<file path="config.mk">
export PLATFORM = sky130hd
export DESIGN_NAME = seq_alu
export DESIGN_NICKNAME = d
export VERILOG_FILES = /design/src/rtl/seq_alu_pkg.sv /design/src/rtl/seq_alu_rot.sv /design/src/rtl/seq_alu.sv
export SDC_FILE = /design/constraint.sdc
export NUM_CORES = 1
export LEC_CHECK = 0
export CAP_MARGIN = 20
export CORE_ASPECT_RATIO = 1.75
export CORE_MARGIN = 5
export CORE_UTILIZATION = 45
export DETAILED_ROUTE_END_ITERATION = 8
export GPL_TIMING_DRIVEN = 0
export PLACE_DENSITY = 0.79
export SLEW_MARGIN = 10
export SYNTH_ARGS = -nofsm -noshare
export SYNTH_HDL_FRONTEND = slang
export SYNTH_HIERARCHICAL = 1
export SYNTH_SLANG_ARGS = --single-unit
</file>
<file path="constraint.sdc">
create_clock -name clk -period 2.2 [get_ports clk]
set_clock_uncertainty 0.15 [all_clocks]
set_input_delay 0.44 -clock clk [delete_from_list [all_inputs] [get_ports clk]]
set_output_delay 0.44 -clock clk [all_outputs]
set_load 0.02 [all_outputs]
</file>
<file path="src/rtl/seq_alu_pkg.sv">
// Shared definitions for seq_alu: default widths, op-code constants and FSM state type.
package seq_alu_pkg;

    localparam int WIDTH_DEF = 7;
    localparam int AMT_W_DEF = 3;

    localparam logic [2:0] OP_NOT = 3'd0;
    localparam logic [2:0] OP_ROR = 3'd1;
    localparam logic [2:0] OP_NOP = 3'd2;
    localparam logic [2:0] OP_AND = 3'd3;
    localparam logic [2:0] OP_OR  = 3'd4;
    localparam logic [2:0] OP_XOR = 3'd5;
    localparam logic [2:0] OP_ADD = 3'd6;
    localparam logic [2:0] OP_ROL = 3'd7;

    typedef enum logic [1:0] {
        IDLE = 2'd0,
        EXEC = 2'd1,
        RESP = 2'd2
    } state_t;

endpackage

</file>
<file path="src/rtl/seq_alu_rot.sv">
// One-bit rotate step; left=1 rotates toward the MSB, left=0 toward the LSB.
module seq_alu_rot
    import seq_alu_pkg::*;
#(
    parameter int WIDTH = WIDTH_DEF
) (
    input  logic [WIDTH-1:0] din,
    input  logic             left,
    output logic [WIDTH-1:0] dout
);

    always_comb begin
        if (left) dout = {din[WIDTH-2:0], din[WIDTH-1]};
        else      dout = {din[0], din[WIDTH-1:1]};
    end

endmodule

</file>
<file path="src/rtl/seq_alu.sv">
// Sequential ALU with valid/ready request and response handshakes.
// Define SEQ_ALU_FAST_ROT_EN for single-cycle barrel rotates instead of iterative ones.
module seq_alu
    import seq_alu_pkg::*;
#(
    parameter int WIDTH = WIDTH_DEF,
    parameter int AMT_W = AMT_W_DEF
) (
    input  logic             clk,
    input  logic             reset,
    input  logic             req_valid,
    output logic             req_ready,
    input  logic [WIDTH-1:0] a,
    input  logic [WIDTH-1:0] b,
    input  logic [2:0]       op,
    output logic             rsp_valid,
    input  logic             rsp_ready,
    output logic [WIDTH-1:0] result,
    output logic             flag,
    output logic [7:0]       ops_done
);

    state_t           state, state_nxt;
    logic [WIDTH-1:0] alu_res;
    logic             alu_cy;
    logic             alu_flag;
    logic             is_rot;

    assign is_rot    = (op == OP_ROR) || (op == OP_ROL);
    assign req_ready = (state == IDLE);
    assign rsp_valid = (state == RESP);

`ifdef SEQ_ALU_FAST_ROT_EN
    // Rotation by a power-of-two stage is reduced mod WIDTH, so any amount wraps correctly.
    function automatic logic [WIDTH-1:0] barrel(input logic [WIDTH-1:0] v,
                                                input logic [AMT_W-1:0] n,
                                                input logic left);
        logic [WIDTH-1:0] r;
        int unsigned      k;
        r = v;
        for (int unsigned i = 0; i < AMT_W; i++) begin
            k = (32'd1 << i) % 32'(WIDTH);
            if (n[i] && (k != 0)) begin
                if (left) r = (r << k) | (r >> (32'(WIDTH) - k));
                else      r = (r >> k) | (r << (32'(WIDTH) - k));
            end
        end
        return r;
    endfunction
`else
    logic [WIDTH-1:0] acc, acc_step;
    logic [AMT_W-1:0] cnt;
    logic             dir_left;

    seq_alu_rot #(.WIDTH(WIDTH)) u_rot (
        .din  (acc),
        .left (dir_left),
        .dout (acc_step)
    );
`endif

    always_comb begin
        alu_res = '0;
        alu_cy  = 1'b0;
        case (op)
            OP_NOT: alu_res = ~a;
            OP_AND: alu_res = a & b;
            OP_OR:  alu_res = a | b;
            OP_XOR: alu_res = a ^ b;
            OP_ADD: {alu_cy, alu_res} = {1'b0, a} + {1'b0, b};
`ifdef SEQ_ALU_FAST_ROT_EN
            OP_ROR: alu_res = barrel(a, b[AMT_W-1:0], 1'b0);
            OP_ROL: alu_res = barrel(a, b[AMT_W-1:0], 1'b1);
`endif
            default: alu_res = '0;
        endcase
        alu_flag = (op == OP_ADD) ? alu_cy : (alu_res == '0);
    end

    always_ff @(posedge clk or posedge reset) begin
        if (reset) state <= IDLE;
        else       state <= state_nxt;
    end

    always_comb begin
        state_nxt = state;
        case (state)
            IDLE: begin
                if (req_valid) begin
`ifdef SEQ_ALU_FAST_ROT_EN
                    state_nxt = RESP;
`else
                    state_nxt = is_rot ? EXEC : RESP;
`endif
                end
            end
`ifndef SEQ_ALU_FAST_ROT_EN
            EXEC: if (cnt == '0) state_nxt = RESP;
`endif
            RESP: if (rsp_ready) state_nxt = IDLE;
            default: state_nxt = IDLE;
        endcase
    end

    always_ff @(posedge clk or posedge reset) begin
        if (reset) begin
            result   <= '0;
            flag     <= 1'b0;
            ops_done <= '0;
`ifndef SEQ_ALU_FAST_ROT_EN
            acc      <= '0;
            cnt      <= '0;
            dir_left <= 1'b0;
`endif
        end else begin
            case (state)
                IDLE: begin
                    if (req_valid) begin
`ifdef SEQ_ALU_FAST_ROT_EN
                        result <= alu_res;
                        flag   <= alu_flag;
`else
                        if (is_rot) begin
                            acc      <= a;
                            cnt      <= b[AMT_W-1:0];
                            dir_left <= (op == OP_ROL);
                        end else begin
                            result <= alu_res;
                            flag   <= alu_flag;
                        end
`endif
                    end
                end
`ifndef SEQ_ALU_FAST_ROT_EN
                EXEC: begin
                    if (cnt != '0) begin
                        acc <= acc_step;
                        cnt <= cnt - AMT_W'(1);
                    end else begin
                        result <= acc;
                        flag   <= (acc == '0);
                    end
                end
`endif
                RESP: if (rsp_ready) ops_done <= ops_done + 8'd1;
                default: ;
            endcase
        end
    end

endmodule

</file>
* Word-level counts from Yosys, hierarchy flattened
Index checks and enable logic that the tools add are counted.
** Word-level totals
- Register bits after elaboration :: 29
- Input bits :: 21
- Output and inout bits :: 18
- Word-level logic and storage cells :: 66
** Operators by class
- Add/sub/neg operators :: 3
- Equality and inequality tests :: 15
- Multiplexer cells :: 24
- Bitwise gates (word level) :: 4
- Reductions and logical operators :: 13
** Operator list (number)
- 7-bit 2-to-1 mux :: 7
- 7-bit case mux with 5 select lines :: 1
- 7-bit case mux with 2 select lines :: 2
- 7-bit logical NOT :: 2
- 3-bit equality test (second input constant) :: 4
- 2-bit != test (second input constant) :: 5
- 3-bit 2-to-1 mux :: 3
- 7-bit by 7-bit adder with 8-bit output :: 1
- 8-bit by 1-bit adder with 8-bit output (second input constant) :: 1
- 2-bit 2-to-1 mux :: 4
- 4-bit AND reduction :: 2
- 7-bit AND :: 1
- 7-bit inverter :: 1
- 7-bit OR :: 1
- 7-bit XOR :: 1
- 3-bit logical NOT :: 2
- 2-bit case mux with 3 select lines :: 1
- 3-bit case mux with 2 select lines :: 1
- 3-bit AND reduction :: 2
- 1-bit 2-to-1 mux :: 4
- 2-bit by 1-bit != test with 1-bit output (second input constant) :: 2
- 3-bit by 1-bit equality test with 1-bit output (second input constant) :: 1
- 3-bit by 2-bit equality test with 1-bit output (second input constant) :: 1
- 3-bit nonzero test :: 1
- other kinds (8) :: 8

* Longest topological paths before layout
- Depth after elaboration :: 7
- Gate-level depth with buffers :: 9
- Mapped depth without buffers :: 7

* Modules after synthesis
The synthesis kept the hierarchy.
** By module, submodules not included
- seq_alu :: times used 1, cells each 270, area each 2249.7 sq um, seq. area each 725.7 sq um
- seq_alu_rot :: times used 1, cells each 8, area each 116.4 sq um, seq. area each 0.0 sq um

* Worst setup path after synthesis
Ideal clock, no wire load.
- Path type :: input port to flip-flop
- Start point :: input port a[0]
- End point :: register flag
- Setup time :: 0.096 ns
- Arrival time :: 2.282 ns
- Data required time :: 1.954 ns
- Slack :: -0.328 ns
- Stages :: 7
- Path buffers :: 0
- Cells stage by stage :: ha_1 > fa_1 > nand3b_1 > o311ai_0 > a32o_1 > or4_4 > o32ai_2
** On the way
- Longest elaborated chain between the ends :: 7
- Elaborated cells on any way between the ends :: 11
- Those cells by class :: 1 x add/sub; 5 x mux; 4 x bitwise; 1 x reduce/logical
** RTL lines
- start, declared :: line seq_alu.sv:13 : input logic [WIDTH-1:0] a,
- 7-bit by 7-bit adder with 8-bit output, or another cell as far along :: line seq_alu.sv:70 : OP_ADD: {alu_cy, alu_res} = {1'b0, a} + {1'b0, b};
- 7-bit case mux with 5 select lines :: line seq_alu.sv:65 : case (op)
- 7-bit logical NOT :: line seq_alu.sv:77 : alu_flag = (op == OP_ADD) ? alu_cy : (alu_res == '0);
- 1-bit 2-to-1 mux * :: line seq_alu.sv:77
- 1-bit 2-to-1 mux * :: line seq_alu.sv:123 : if (is_rot) begin
- 1-bit 2-to-1 mux * :: line seq_alu.sv:118 : if (req_valid) begin
- 1-bit case mux with 2 select lines * :: line seq_alu.sv:116 : case (state)
- end signal, assigned :: line seq_alu.sv:129 : flag <= alu_flag;
- end signal, assigned :: line seq_alu.sv:141 : flag <= (acc == '0);
- end, declared :: line seq_alu.sv:19 : output logic flag,
Every way passes the cells marked *; elsewhere a longest branch is shown, timed or not. The select of a mux whose other input is x is not followed.
A chain may end at the register's enable or synchronous reset.

* Final worst setup path
- Start point :: input port a[4]
- End point :: register flag
The elaborated chain is that of the path after synthesis.

==> reports/qor.csv <==
metric,value,unit
status,"complete, but fails checks",
violations,setup timing,
clock_path_buffers,2,
hold_class,in2reg,
synth_flop_cell,dfrtp_1,
detail-route-antenna-nets,0,
synthDistinctLibCells,62,
fin_crit,2.298,ns
total_power,3.068,mW
cp_max_fo,6,
hold_depth,3,
grt_start_max_net_pins,30,
worstPathCellList,clkdlybuf4s15_2 -> ha_1 -> or4b_2 -> a211oi_2 -> nor4_1 -> o211ai_1 -> o32ai_2,
startpoint_type,input port,
synth_commonest_cells,"dfrtp_1 (29), nand2_1 (28), inv_1 (26), nor2_1 (22), ha_1 (17)",
max_freq,0.4352,GHz
gp_congestion,0.9178,
drcViolationCount,0,
cp.buffers_inverters,1,
power_density,973.7,nW/um^2
clock-root-buffer,clkbuf_8,
synthesis.nets,317,
cp.arrival,2.30,ns
grt_usage,20.94,%
fillers,475,
clock_sinks,29,
diodes,0,
overflow,0,
fin_ws,-0.09761,ns
hold_viol_final,0,
crit_cells,7,
ff2ff_path_depth,6,
r2r_end,flag,
cap_viol_max_count,0,
tns,-0.1908,ns
h-tree-depth,2,
die-width,64.82,um
synth_area_leaders,"dfrtp_1 (31%), ha_1 (9.0%), mux2_4 (4.4%)",
hold_start,b[0],
fp.dieH,105.9,um
clk_latency,0.29,ns
vias_per_cell,6.190,
slew_headroom,61.47,%
design_area,3151,um^2
clkSlewWorstSetupHoldPaths,0.06,ns
grt_setup_unrepaired,true,
dr_total_vias,2346,
instances_no_fill,379,
hold_slack,0.2702,ns
min_period_over_period,104.4,%
initial_utilization,45.40,%
worst_setup_path_end_kind,flip-flop,
ys_warn_count,6,
crit_slowest_cell,or4b_2,
yosysSeqAreaShare,30.67,%
critPathMaxStageDelay,0.72,ns
crit_type,in2reg,
dp.cells,369,
reg2reg_from,state[0],
async_flop_share,100.0,%
coreArea,5211,um^2
dr.pass1.iters,4,
row_count,35,
synth_top_area_share,30.67,%
multiInputGateArea,1669,um^2
yosysTopAreaCell,dfrtp_1,
ir_worst_vdd,0.3273,mV
syn_inst,278,
wire_per_inst,18.51,um
antenna_found_initial,0,
cp_top_family,simple AND/OR/NAND/NOR gates,
layout-drive-gt1-share,23.77,%
synth-edff-count,0,
crit_required,2.21,ns
portBuffers,36,
die_area,6866,um^2
leakagePower,1.412,nW
io_pins,39,
grt_pass1_vias,2377,
drv_slew,0,
reg2reg_slack,-0.02,ns
worst_pin_slew,0.5779,ns
syn_avg_cell_area,8.511,um^2
hold_end,cnt[0],
seq_area,726.9,um^2
drt-initial-drc-count,91,
cts_tree,built,
nets,362,
yosys.cell_count.top_type,dfrtp_1,
dp_hpwl,5091,um
synth-seq-cells,29,
dpl_cell_area,2815,um^2
finalSetupViolCount,2,
cts_made_buffers,5,
synth_area,2366,um^2
area_growth,33.16,%
grt_pass1_wl,11360,um
drt-total-wl,7016,um
## kinds of logic after synthesis
| group | synth area share, % |
|---|---|
| AND/OR/NAND/NOR | 22.16 |
| AO/OA/AOI/OAI | 21.05 |
| buffers and inverters | 7.615 |
| flip-flops | 30.67 |
| adder cells (fa/ha/maj) | 9.836 |
| XOR/XNOR | 3.332 |
| multiplexers | 5.341 |
## layout by cell type, fill, tap and decap left out, types with 4 or more instances in the layout
master and n:
nand2_1 28, dfrtp_1 28, nor2_1 22, inv_1 20
clkdlybuf4s50_1 19, o21ai_0 12, nand3_1 10, a31oi_1 9
ha_1 9, dlygate4sd2_1 9, clkbuf_8 8, ha_4 7
mux2_4 7, clkbuf_2 6, xnor2_1 6, buf_2 5
nor2b_1 5, nand3b_1 5, inv_2 5, buf_6 4
nand2b_1 4, a21oi_1 4, a21o_1 4
## stage by stage
stage	worst slack (ns)	utilization, %
final	-0.09761	60.46
after global routing	-0.1173	60.46
after CTS	-0.07270	58.01
after floorplan	-0.1486	-
after global placement	-0.8691	54.02
after detailed placement	-0.9074	54.02
## how the worst max path moves through the flow
stage,slack [ns],end,start
final,-0.1,flag,a[4]
after global routing,-0.12,flag,a[4]
after CTS,-0.07,flag,a[0]
after detailed placement,-0.91,flag,a[0]
after global placement,-0.87,flag,a[0]
after floorplan,-0.15,flag,a[0]
## worst min-delay path, cell delays in order
cell and delay (ns):
buf_6 0.09, nand3_1 0.06, o211ai_1 0.08
## layer usage
layer  up-vias  global-route usage [%]  share of wire, %
met5         -                       0                 0
met4         0                   11.65               4.9
met3        31                   2.326               4.4
met2       100                   39.41                56
met1      1140                   21.64                35
li1       1075                       -                 -
## flip-flops by register name, summed over array words and instances (netlist names)
register / flops
ops_done: 8
acc: 7
result: 7
cnt: 3
state: 2
dir_left: 1
flag: 1
## where the power goes
group / internal, mW / leakage, nW / switching [mW] / total (mW)
combinational: 0.766 / 1.01 / 0.832 / 1.60
clock: 0.282 / 0.0542 / 0.212 / 0.494
sequential: 0.755 / 0.349 / 0.221 / 0.976
## cell type report
cell class,instances,share of cell area [%]
Buffer,16,3.257
Clock inverter,1,0.1589
Tap cell,55,2.184
Inverter,26,3.098
Multi-Input combinational cell,206,52.98
Clock buffer,7,3.058
Timing Repair Buffer,39,12.19
Sequential cell,29,23.07
## timing repair
item	4_1_cts	5_1_grt
hold buffers	0	0
buffers inserted	2	0
setup endpoints to repair	21	15
resized for setup	64	27
pin swaps	13	7
Power figures use the tool's default switching activity.
